File: config.mk
export PLATFORM = sky130hd
export DESIGN_NAME = packet_tx_scheduler
export DESIGN_NICKNAME = d
export VERILOG_FILES = /design/src/rtl/packet_tx_scheduler.sv
export SDC_FILE = /design/constraint.sdc
export NUM_CORES = 1
export LEC_CHECK = 0
export BUFFER_PORTS_ARGS = -buffer_cell sky130_fd_sc_hd__buf_2
export CAP_MARGIN = 20
export CORE_MARGIN = 10
export CORE_UTILIZATION = 25
export CTS_CLUSTER_SIZE = 16
export DETAILED_ROUTE_END_ITERATION = 8
export GPL_TIMING_DRIVEN = 0
export PLACE_DENSITY = 0.39
export RECOVER_POWER = 100
export SYNTH_ARGS = -nofsm -noshare
export SYNTH_HDL_FRONTEND = slang
export SYNTH_SLANG_ARGS = --single-unit
File: constraint.sdc
create_clock -name clk -period 2.9 [get_ports clk]
set_clock_uncertainty 0.05 [all_clocks]
set_input_delay 0.87 -clock clk [delete_from_list [all_inputs] [get_ports clk]]
set_output_delay 0.87 -clock clk [all_outputs]
set_load 0.1 [all_outputs]
File: src/rtl/packet_tx_scheduler.sv
// ---------------------------------------------------------------------------
// packet_tx_scheduler
//
// Queues frame descriptors (start/end addresses into the packet buffer) and
// hands them one at a time to packet_synth. Each frame is started with a
// one-cycle synth_start pulse. The scheduler then waits for synth_done, or
// gives up after a watchdog expires. It then holds an inter-frame gap
// before the next launch.
//
// Ports
//   clk              system clock, all logic on its rising edge
//   reset            synchronous active-high reset
//   desc_valid       enqueue request for one descriptor
//   desc_start       first byte address of the frame
//   desc_end         end address of the frame (exclusive, may wrap)
//   desc_ready       queue has room for a descriptor
//   desc_drop        one-cycle pulse: offered descriptor was rejected
//   synth_start      one-cycle start pulse to packet_synth
//   synth_start_addr start address for packet_synth, held until next launch
//   synth_end_addr   end address for packet_synth, held until next launch
//   synth_done       end-of-frame pulse from packet_synth
//   timeout          one-cycle pulse when synth_done never arrived
//   busy             scheduler is not idle
//   queue_count      number of descriptors currently queued
// ---------------------------------------------------------------------------
module packet_tx_scheduler #(
    parameter int PACKET_BUFFER_SIZE = 2048,
    parameter int RAM_SIZE           = PACKET_BUFFER_SIZE,
    parameter int QUEUE_DEPTH        = 4,
    parameter int IFG_CYCLES         = 48,
    parameter int TIMEOUT_CYCLES     = 4096,
    localparam int W                 = $clog2(RAM_SIZE),
    localparam int CW                = $clog2(QUEUE_DEPTH + 1)
) (
    input  logic          clk,
    input  logic          reset,
    input  logic          desc_valid,
    input  logic [W-1:0]  desc_start,
    input  logic [W-1:0]  desc_end,
    output logic          desc_ready,
    output logic          desc_drop,
    output logic          synth_start,
    output logic [W-1:0]  synth_start_addr,
    output logic [W-1:0]  synth_end_addr,
    input  logic          synth_done,
    output logic          timeout,
    output logic          busy,
    output logic [CW-1:0] queue_count
);

    localparam int PW  = (QUEUE_DEPTH > 1) ? $clog2(QUEUE_DEPTH) : 1;
    localparam int WDW = $clog2(TIMEOUT_CYCLES + 1);
    localparam int GW  = $clog2(IFG_CYCLES + 1);

    typedef enum logic [1:0] {
        S_IDLE,
        S_LAUNCH,
        S_WAIT_DONE,
        S_GAP
    } state_t;

    state_t         state_q;
    logic [W-1:0]   start_mem [QUEUE_DEPTH];
    logic [W-1:0]   end_mem   [QUEUE_DEPTH];
    logic [PW-1:0]  wr_ptr_q, wr_ptr_d;
    logic [PW-1:0]  rd_ptr_q, rd_ptr_d;
    logic [CW-1:0]  count_q, count_d;
    logic [WDW-1:0] wd_q;
    logic [GW-1:0]  gap_q;
    logic           synth_start_q, timeout_q, drop_q;
    logic [W-1:0]   start_addr_q, end_addr_q;
    logic           push, pop;

    // Ready comes straight from the registered count, so a full queue rejects
    // an offer even in a cycle where the head is being popped.
    assign desc_ready = (count_q < CW'(QUEUE_DEPTH));
    // Zero-length frames are never queued.
    assign push       = desc_valid && desc_ready && (desc_start != desc_end);
    assign pop        = (state_q == S_IDLE) && (count_q != '0);

    // NOTE: every signal assigned in always_comb gets a default first, so no
    // path through the block can leave it unassigned and infer a latch.
    always_comb begin
        wr_ptr_d = wr_ptr_q;
        rd_ptr_d = rd_ptr_q;
        count_d  = count_q;
        if (push) begin
            wr_ptr_d = (wr_ptr_q == PW'(QUEUE_DEPTH - 1)) ? '0 : wr_ptr_q + PW'(1);
        end
        if (pop) begin
            rd_ptr_d = (rd_ptr_q == PW'(QUEUE_DEPTH - 1)) ? '0 : rd_ptr_q + PW'(1);
        end
        // A push and a pop in the same cycle cancel out.
        case ({push, pop})
            2'b10:   count_d = count_q + CW'(1);
            2'b01:   count_d = count_q - CW'(1);
            default: count_d = count_q;
        endcase
    end

    // NOTE: descriptor storage is deliberately left without reset; a flush
    // only clears the pointers and count, and stale entries are never read.
    always_ff @(posedge clk) begin
        if (push) begin
            start_mem[wr_ptr_q] <= desc_start;
            end_mem[wr_ptr_q]   <= desc_end;
        end
    end

    // NOTE: state is updated with non-blocking assignments only, so every
    // register samples the pre-edge values of the others.
    always_ff @(posedge clk) begin
        if (reset) begin
            state_q       <= S_IDLE;
            wr_ptr_q      <= '0;
            rd_ptr_q      <= '0;
            count_q       <= '0;
            wd_q          <= '0;
            gap_q         <= '0;
            synth_start_q <= 1'b0;
            timeout_q     <= 1'b0;
            drop_q        <= 1'b0;
            start_addr_q  <= '0;
            end_addr_q    <= '0;
        end else begin
            wr_ptr_q      <= wr_ptr_d;
            rd_ptr_q      <= rd_ptr_d;
            count_q       <= count_d;
            drop_q        <= desc_valid && !push;
            synth_start_q <= 1'b0;
            timeout_q     <= 1'b0;

            unique case (state_q)
                S_IDLE: begin
                    if (pop) begin
                        start_addr_q  <= start_mem[rd_ptr_q];
                        end_addr_q    <= end_mem[rd_ptr_q];
                        // Pulse lands in the LAUNCH cycle.
                        synth_start_q <= 1'b1;
                        state_q       <= S_LAUNCH;
                    end
                end
                S_LAUNCH: begin
                    wd_q    <= WDW'(TIMEOUT_CYCLES - 1);
                    state_q <= S_WAIT_DONE;
                end
                S_WAIT_DONE: begin
                    if (synth_done) begin
                        gap_q   <= GW'(IFG_CYCLES - 1);
                        state_q <= S_GAP;
                    end else if (wd_q == '0) begin
                        timeout_q <= 1'b1;
                        gap_q     <= GW'(IFG_CYCLES - 1);
                        state_q   <= S_GAP;
                    end else begin
                        wd_q <= wd_q - WDW'(1);
                    end
                end
                S_GAP: begin
                    if (gap_q == '0) begin
                        state_q <= S_IDLE;
                    end else begin
                        gap_q <= gap_q - GW'(1);
                    end
                end
            endcase
        end
    end

    assign desc_drop        = drop_q;
    assign synth_start      = synth_start_q;
    assign timeout          = timeout_q;
    assign synth_start_addr = start_addr_q;
    assign synth_end_addr   = end_addr_q;
    assign busy             = (state_q != S_IDLE);
    assign queue_count      = count_q;

endmodule

==> metrics.csv, run 1 <==
metric,value,unit
cts_buffer_depth,2,
ys_types,41,
drc,0,
stdcell_count,803,
crit_start,desc_end[5],
yosys_warnings,0,
synth_seq_cells,141,
crit_chain,"buf_2, xor2_1, nor4_4, a31oi_4, inv_1, ha_1, inv_1, fa_1, xor2_1, or3_1, a21oi_1",
crit_cells,11,
ant_nets,0,
antenna_found_initial,0,
pwr-share-seq,0.342,
period_minus_slack,2780,ps
synthesis.nets,465,
p_clk_frac,0.257,
dr_total_vias,3686,
rows,55,
clkTransAtPathRegs,60,ps
final_common_cell,edfxtp_1,
worst-slew-pin-transition,1220,ps
reg2reg_to,gap_q[5],
synth_area,0.00575,mm²
cp-end-kind,register,
cts_buffers,17,
globalplace.congestion,0.717,
ios,56,
critPathCapture,queue_count[2],
worstHoldPathType,register to register,
drv_cap,0,
synth_edf_count,88,
postSynthCellCount,424,
core_area,0.0226,mm²
slew_violations,0,
root_buffer,clkbuf_16,
r2r_cells,8,
io_buffers,54,
die_x,172,µm
grt_overflow_total,0,
critPathKind,primary input to register,
p_int,4.63,mW
initial_utilization,0.254,
worst_path_dominant_cell_family,simple AND/OR/NAND/NOR gates,
antennaDiodeCount,0,
slowest_stage,nor4_4,
grt_pass1_wl,22600,µm
status,finished clean,
place_hpwl,10200,µm
p_leak,2.36,nW
grt_max_degree,17,
crit_path_start_kind,primary input,
grt_usage,0.103,
finalHoldViolations,0,
layout_common_cells,"edfxtp_1 (88), clkbuf_1 (56), nand2_1 (51), dfxtp_1 (51), a21oi_1 (29)",
area_delta_synth_final,23.1,%
arrival,3080,ps
via_per_inst,4.59,
final-setup-viol-count,0,
p_total,8.09,mW
critPathRequiredTime,3200,ps
cts_tree,yes,
ys.flop_type,edfxtp_1,
dp.cells,768,
async_reset_ff_frac,0,
crit_buf_inv,3,
drive_above_1_share,0.181,
design.die.area,0.0295,mm²
rsz0062_at_grt,false,
postCtsHoldBufs,0,
ys_seq_area_frac,0.644,
path_max_fanout,6,
max_clock_freq,360,MHz
final_nets,546,
clkSinkCount,141,
die_h,172,µm
reg2reg_slack,300,ps
p_comb_frac,0.401,
routedWlPerCell,18.2,µm
clkLatencyLatePin,420,ps
vdd_ir_drop_max,0.406,mV
drtIter0Drc,218,
power-per-cell-area,1140,mW/mm²
power_switching_share,0.427,
regToRegStartpoint,wd_q[0],
htreeDepth,4,
slowest_delay,400,ps
first_pass_iters,4,
wl,14600,µm
grt_pass1_vias,3833,
post-route-period-util,0.959,
syn_avg_cell_area,13.6,µm²
p_sw,3.46,mW
n_fill_cell,2268,
max_slew_margin,0.192,
-- worst min-delay path by stage --
stage	startpoint	endpoint	slack, ps	depth (start not counted)
3_5_place_dp	synth_start_addr[9]	synth_start_addr[9]	400	2
3_3_place_gp	synth_start_addr[9]	synth_start_addr[9]	390	2
4_1_cts	synth_start_addr[9]	synth_start_addr[9]	400	2
6_report	synth_end_addr[8]	synth_end_addr[8]	400	2
5_1_grt	synth_start_addr[9]	synth_start_addr[9]	430	2
2_1_floorplan	wd_q[12]	wd_q[12]	400	2
-- power groups by stage --
stage,Combinational (mW),Sequential (mW),Clock [mW]
after global placement,3.19,2.80,0
after floorplan,1.52,3.73,0
after detailed placement,3.29,2.81,0
after CTS,3.30,2.77,2.13
final,3.24,2.77,2.08
after global routing,3.53,2.82,2.23
-- registers in the layout (all words and copies together), names as in the netlist --
name	cells
end_mem	44
wr_ptr_q	2
rd_ptr_q	2
desc_drop	1
state_q	2
start_mem	44
timeout	1
synth_start	1
synth_start_addr	11
queue_count	3
wd_q	13
synth_end_addr	11
gap_q	6
-- synth_stat cells, types with 2 or more instances --
master,count,area (µm²)
a31oi_1,11,68.8
nor3_1,13,65.1
clkbuf_1,13,48.8
inv_1,22,82.6
nor2_1,10,37.5
nor2b_1,2,12.5
a21oi_1,29,145
or3_1,5,31.3
a311oi_1,4,35.0
xor2_1,13,114
ha_1,14,175
buf_1,2,7.51
mux2i_1,3,30.0
nand2_1,51,191
nor4_1,5,31.3
or4_1,6,45.0
and2_1,4,25.0
or2_2,2,12.5
o21ai_0,5,25.0
nand4_1,5,31.3
edfxtp_1,88,2640
o211ai_1,2,15.0
o31a_1,2,17.5
mux4_2,22,495
buf_2,6,30.0
and4_1,3,26.3
o31ai_1,6,45.0
nand2b_1,3,18.8
dfxtp_1,53,1060
a31o_2,4,35.0
a211oi_1,6,45.0
-- area by class of cell --
cell class | instances | area, µm² | share of cell area
plain buffers | 20 | 80.1 | 0.0113
clock buffers | 20 | 447 | 0.0632
clock inverters | 12 | 114 | 0.0161
inverters | 22 | 86.3 | 0.0122
multi-input cells | 240 | 1920 | 0.271
flip-flops and latches | 141 | 3710 | 0.524
well taps | 285 | 357 | 0.0504
repair buffers | 63 | 363 | 0.0513
-- metrics by stage --
step / util / hold slack (ps) / setup TNS [ps] / setup slack (ps) / area [µm²]
after floorplan: - / 400 / 0 / 15.3 / 5750
after global placement: 0.282 / 390 / -60040 / -896 / 6380
after detailed placement: 0.287 / 396 / -28860 / -774 / 6500
after CTS: 0.313 / 405 / 0 / 38.3 / 7090
after global routing: 0.312 / 430 / 0 / 5.38 / 7070
final: 0.312 / 404 / 0 / 119 / 7070
-- cells by family after synthesis --
family / after synthesis / share of synthesized area
compound gates: 71 / 0.0788
xor+xnor: 13 / 0.0198
fa+ha+maj: 15 / 0.0340
buf+inv: 43 / 0.0294
flops: 141 / 0.644
mux: 26 / 0.0934
simple gates: 115 / 0.100
-- layer usage --
| metal | up-vias | routed length, µm | track usage |
|---|---|---|---|
| met5 | - | 0 | 0 |
| met1 | 1851 | 6730 | 0.128 |
| met4 | 0 | 144 | 0.0344 |
| li1 | 1762 | - | - |
| met2 | 63 | 7050 | 0.165 |
| met3 | 10 | 663 | 0.0355 |
-- worst register-to-register path, stage by stage, from the launching register on --
cell	delay, ps
dfxtp_1	340
inv_1	90
ha_1	170
or4b_1	430
clkbuf_1	170
o31ai_1	580
clkbuf_2	350
a31o_2	180
a31oi_1	90
-- timing repair --
action	CTS	global route
buffers inserted	0	4
gates resized for setup	5	2
pin swaps	0	2
endpoints found under the setup margin	2	1
gates cloned	0	0
Power figures use the tool's default switching activity.
==> run 2, diff against run 1 <==
- PLACE_DENSITY: 0.39 -> default
==> run 2 against run 1 <==
Compared with the run above: worst hold slack improved by 2.1 ps; fmax decreased by 1.3%; first-iteration DRC count increased by 77%; sequential share of layout area increased by 0.72 points; power decreased by 2.0%; critical path depth unchanged; largest cell class unchanged; largest power group unchanged.
==> metrics.csv, run 2 (synthesis gave the netlist of run 1 again) <==
metric,value,unit,change
worst_slack,81.3,ps,was 119 ps
core_area,0.0226,mm²,unchanged
post-route-period-util,0.972,,was 0.959
critPathKind,primary input to register,,unchanged
globalplace.congestion,0.761,,was 0.717
dp.cells,768,,unchanged
min_from,synth_start_addr[9],,was synth_end_addr[8]
p_total,7.93,mW,was 8.09 mW
grt_pass1_wl,21400,µm,was 22600 µm
die_h,172,µm,unchanged
stdcell_count,801,,was 803
cp-end-kind,register,,unchanged
path_max_fanout,5,,was 6
seqCellArea,0.00371,mm²,about the same
ant_nets,0,,unchanged
grt_pass1_vias,3741,,was 3833
die_x,172,µm,unchanged
worst-slew-pin-transition,1230,ps,was 1220 ps
antenna_found_initial,2,,was 0
use_met1,0.128,,about the same
cts_buffers,17,,unchanged
routedWlPerCell,17.0,µm,was 18.2 µm
critPathCapture,queue_count[2],,unchanged
slowest_delay,440,ps,was 400 ps
final_nets,543,,was 546
grt_max_degree,17,,unchanged
reg2reg_to,queue_count[2],,was gap_q[5]
drtIter0Drc,385,,was 218
via_per_inst,4.59,,about the same
slew_violations,0,,unchanged
root_buffer,clkbuf_16,,unchanged
grt_overflow_total,0,,unchanged
grtUsageMet2,0.143,,was 0.165
cts_tree,yes,,unchanged
final_common_cell,edfxtp_1,,unchanged
max_slew_margin,0.184,,was 0.192
io_buffers,54,,unchanged
ios,56,,unchanged
drv_cap,0,,unchanged
pre_cts_ws,-726,ps,was -774 ps
gr-max-usage-layer,met2,,unchanged
power-per-cell-area,1140,mW/mm²,about the same
reg.largest.list,"end_mem (44), start_mem (44), wd_q (13)",,unchanged
arrival,3100,ps,was 3080 ps
rows,55,,unchanged
clkLatencyLatePin,420,ps,about the same
final-setup-viol-count,0,,unchanged
crit_chain,"buf_2, xor2_1, nor4_2, a31oi_2, inv_1, ha_1, inv_1, fa_1, xor2_1, or3_1, a21oi_1",,"was buf_2, xor2_1, nor4_4, a31oi_4, inv_1, ha_1, inv_1, fa_1, xor2_1, or3_1, a21oi_1"
design.die.area,0.0295,mm²,unchanged
status,finished clean,,unchanged
htreeDepth,4,,unchanged
first_pass_iters,4,,unchanged
reg2reg_slack,260,ps,was 300 ps
wl,13600,µm,was 14600 µm
n_fill_cell,2275,,was 2268
place_hpwl,9530,µm,was 10200 µm
critPathRequiredTime,3180,ps,was 3200 ps
final_util,0.308,,was 0.312
drive_above_1_share,0.169,,was 0.181
dr_total_vias,3677,,was 3686
rsz0062_at_grt,false,,unchanged
clkTransAtPathRegs,70,ps,was 60 ps
regToRegStartpoint,state_q[0],,was wd_q[0]
finalHoldViolations,0,,unchanged
drc,0,,unchanged
crit_start,desc_end[5],,unchanged
initial_utilization,0.254,,unchanged
area_delta_synth_final,21.4,%,was 23.1%
layout_common_cells,"edfxtp_1 (88), clkbuf_1 (60), nand2_1 (51), dfxtp_1 (50), a21oi_1 (29)",,"was edfxtp_1 (88), clkbuf_1 (56), nand2_1 (51), dfxtp_1 (51), a21oi_1 (29)"
crit_path_start_kind,primary input,,unchanged
r2r_cells,11,,was 8
max_clock_freq,355,MHz,was 360 MHz
period_minus_slack,2820,ps,was 2780 ps
clkSinkCount,141,,unchanged
p_leak,2.29,nW,was 2.36 nW
use_met3,0.0371,,was 0.0355
slowest_stage,nor4_2,,was nor4_4
multi_input_area,0.00189,mm²,was 0.00192 mm²
grt_usage,0.0965,,was 0.103
cts_buffer_depth,2,,unchanged
vdd_ir_drop_max,0.551,mV,was 0.406 mV
worstHoldPathType,register to register,,unchanged
run 2: changes by cell type in the layout (fill, tap and decap cells not counted), sizes merged:
cell | previous run | this run
buf | 21 | 19
clkinvlp | 2 | 5
inv | 24 | 28
diode | 0 | 1
bufinv | 1 | 0
clkinv | 7 | 2
clkbuf | 82 | 80
run 2: worst min-delay path by stage:
stage,to,slack (ps),depth (start not counted)
after detailed placement,synth_end_addr[6],390,2
after floorplan,wd_q[12],400,2
after global placement,synth_end_addr[3],390,2
after CTS,synth_end_addr[6],400,2
final,synth_start_addr[9],410,2
after global routing,synth_end_addr[6],430,2
run 2: per-stage QoR:
step | setup TNS, ps | hold WS (ps) | instance area, µm²
final | 0 | 406 | 6980
after global routing | 0 | 426 | 6980
after CTS | 0 | 402 | 7020
after detailed placement | -35140 | 394 | 6470
after global placement | -67310 | 392 | 6380
after floorplan | 0 | 400 | 5750
run 2: metal layers:
| layer | wire [µm] | vias up | part of all wire |
|---|---|---|---|
| li1 | - | 1762 | - |
| met1 | 6140 | 1797 | 0.45 |
| met2 | 6130 | 103 | 0.45 |
| met3 | 1180 | 13 | 0.087 |
| met4 | 136 | 2 | 0.010 |
| met5 | 11 | - | 0.00081 |
run 2: repair_timing:
action | CTS | global route
gates resized for setup | 2 | 3
hold buffers | 0 | 0
setup buffers | 1 | 0
pin swaps | 1 | 0
setup endpoints to repair | 38 | 1
run 2: worst max-delay path, delay by kind of cell:
kind,cells,cell delay (ps)
fa+ha+maj,2,540
simple gates,2,740
buf+inv,3,280
xor+xnor,2,320
compound gates,2,340
run 2: layout make-up:
type | instances | area share
flip-flops and latches | 141 | 0.531
multi-input cells | 240 | 0.271
clock buffers | 19 | 0.0620
well taps | 285 | 0.0511
repair buffers | 60 | 0.0452
clock inverters | 13 | 0.0152
inverters | 22 | 0.0124
plain buffers | 20 | 0.0111
diodes | 1 | 0.000359
run 2: report_power, final:
part           internal [mW]  leakage (nW)  total, mW  switching [mW]
Sequential              2.54          1.24       2.78           0.247
Combinational          0.827         0.798       3.14            2.31
Clock                   1.11         0.251       2.00           0.892
Total                   4.48          2.29       7.93            3.45
==> run 3, diff against run 2 <==
--- a/config.mk
+++ b/config.mk
@@ -13,3 +13,3 @@
 export DETAILED_ROUTE_END_ITERATION = 8
-export GPL_TIMING_DRIVEN = 0
+export GPL_TIMING_DRIVEN = 1
 export RECOVER_POWER = 100
--- a/constraint.sdc
+++ b/constraint.sdc
@@ -4,2 +4,2 @@
 set_output_delay 0.87 -clock clk [all_outputs]
-set_load 0.1 [all_outputs]
+set_load 0.05 [all_outputs]
==> run 3 against run 2 <==
Compared with the run above: worst setup slack better by 79 ps; cell count up 1.1%; combinational power down 20%; fmax up 2.9%; final area unchanged; non-clock buffer count up 9; sequential share of layout area down 0.054 points; critical path depth up 1; sequential power about the same; critical endpoint unchanged; largest cell class unchanged.
==> metrics.csv, run 3 (synthesis gave the netlist of run 1 again) <==
metric,value,unit,change
status,finished clean,,unchanged
wl_met2,6510,µm,was 6130 µm
first_pass_iters,5,,was 4
final-setup-viol-count,0,,unchanged
routedWlPerCell,16.2,µm,was 17.0 µm
post-route-period-util,0.945,,was 0.972
p_clk_frac,0.284,,was 0.253
ant_nets,0,,unchanged
final_util,0.308,,unchanged
clkTransAtPathRegs,60,ps,was 70 ps
final_nets,552,,was 543
path_max_fanout,2,,was 5
cts_buffers,17,,unchanged
clkLatencyLatePin,410,ps,was 420 ps
wl,13100,µm,was 13600 µm
drtIter0Drc,177,,was 385
drive_above_1_share,0.143,,was 0.169
slowest_stage,fa_1,,was nor4_2
htreeDepth,4,,unchanged
rows,55,,unchanged
rsz0062_at_grt,false,,unchanged
design.die.area,0.0295,mm²,unchanged
cts_buffer_depth,2,,unchanged
finalHoldViolations,0,,unchanged
p_total,7.40,mW,was 7.93 mW
grt_usage,0.0933,,was 0.0965
reg.largest.list,"end_mem (44), start_mem (44), wd_q (13)",,unchanged
cts_tree,yes,,unchanged
worst-slew-pin-transition,1370,ps,was 1230 ps
top_layer,met4,,was met5
pre_cts_ws,-277,ps,was -726 ps
power_switching_share,0.376,,was 0.435
grt_max_degree,27,,was 17
postCtsHoldBufs,0,,unchanged
dp.cells,777,,was 768
clkSinkCount,141,,unchanged
worstHoldPathType,register to register,,unchanged
antenna_found_initial,1,,was 2
worst_slack,161,ps,was 81.3 ps
p_leak,2.32,nW,was 2.29 nW
die_h,172,µm,unchanged
slew_violations,0,,unchanged
p_sw,2.78,mW,was 3.45 mW
ios,56,,unchanged
drc,0,,unchanged
max_slew_margin,0.0855,,was 0.184
arrival,3030,ps,was 3100 ps
crit_path_start_kind,primary input,,unchanged
p_int,4.62,mW,was 4.48 mW
critPathKind,primary input to register,,unchanged
initial_utilization,0.254,,unchanged
crit_chain,"clkbuf_1, xor2_1, nor4_1, buf_4, a31oi_1, inv_1, ha_1, inv_1, fa_1, xor2_1, or3_1, a21oi_1",,"was buf_2, xor2_1, nor4_2, a31oi_2, inv_1, ha_1, inv_1, fa_1, xor2_1, or3_1, a21oi_1"
grt_pass1_wl,21100,µm,was 21400 µm
vdd_ir_drop_max,0.626,mV,was 0.551 mV
root_buffer,clkbuf_16,,unchanged
pwr-share-seq,0.376,,was 0.351
cp-end-kind,register,,unchanged
layout_common_cells,"edfxtp_1 (88), clkbuf_1 (76), dfxtp_1 (53), nand2_1 (51), a21oi_1 (29)",,"was edfxtp_1 (88), clkbuf_1 (60), nand2_1 (51), dfxtp_1 (50), a21oi_1 (29)"
die_x,172,µm,unchanged
post_cts_buffers,0,,was 1
via_per_inst,4.57,,was 4.59
grt_overflow_total,0,,unchanged
stdcell_count,810,,was 801
critPathRequiredTime,3190,ps,was 3180 ps
core_area,0.0226,mm²,unchanged
ctsResizeCount,0,,was 2
place_hpwl,9080,µm,was 9530 µm
slowest_delay,370,ps,was 440 ps
period_minus_slack,2740,ps,was 2820 ps
area_delta_synth_final,21.4,%,unchanged
power-per-cell-area,1060,mW/mm²,was 1140 mW/mm²
drv_cap,0,,unchanged
wl_met1,5770,µm,was 6140 µm
wl_met3,743,µm,was 1180 µm
p_comb_frac,0.340,,was 0.396
io_buffers,55,,was 54
final_common_cell,edfxtp_1,,unchanged
grt_pass1_vias,3907,,was 3741
max_clock_freq,365,MHz,was 355 MHz
dr_total_vias,3698,,was 3677
globalplace.congestion,0.762,,was 0.761
run 3: worst max-delay path, delay by kind of cell:
kind / cells / cell delay, ps
AND/OR/NAND/NOR: 2 / 630
adder cells (fa/ha/maj): 2 / 530
buffers and inverters: 4 / 430
XOR/XNOR: 2 / 320
AO/OA/AOI/OAI: 2 / 230
run 3: power groups by stage:
stage	combinational [mW]	sequential (mW)	clock, mW
2_1_floorplan	1.47	3.22	0
6_report	2.52	2.78	2.10
4_1_cts	2.70	2.78	2.16
3_3_place_gp	2.61	2.80	0
3_5_place_dp	2.69	2.82	0
5_1_grt	2.79	2.83	2.25
run 3: cell type report:
type	instances	area, µm²
clock inverters	12	138
fillers	2308	15700
repair buffers	89	389
clock buffers	20	437
multi-input cells	240	1870
flip-flops and latches	141	3700
well taps	285	357
diodes	1	2.50
inverters	22	82.6
run 3: stage by stage:
| step | hold WS [ps] | area (µm²) | TNS, ps |
|---|---|---|---|
| after floorplan | 400 | 5750 | 0 |
| after global placement | 396 | 6620 | -216 |
| after detailed placement | 398 | 6620 | -312 |
| after CTS | 406 | 7200 | 0 |
| after global routing | 422 | 6980 | 0 |
| final | 406 | 6980 | 0 |
run 3: path summary, 6_finish.rpt:
kind | startpoint | endpoint | slack [ps] | cells after the start
min reg2reg | synth_end_addr[4] | synth_end_addr[4] | 410 | 2
min | synth_end_addr[4] | synth_end_addr[4] | 410 | 2
max reg2reg | state_q[0] | rd_ptr_q[0] | 470 | 7
max | desc_end[5] | queue_count[2] | 160 | 12
run 3: routing by layer:
layer	global-route usage	vias to the layer above
met5	0	-
met4	0.0268	0
met3	0.0332	10
met2	0.156	74
met1	0.110	1840
li1	-	1774
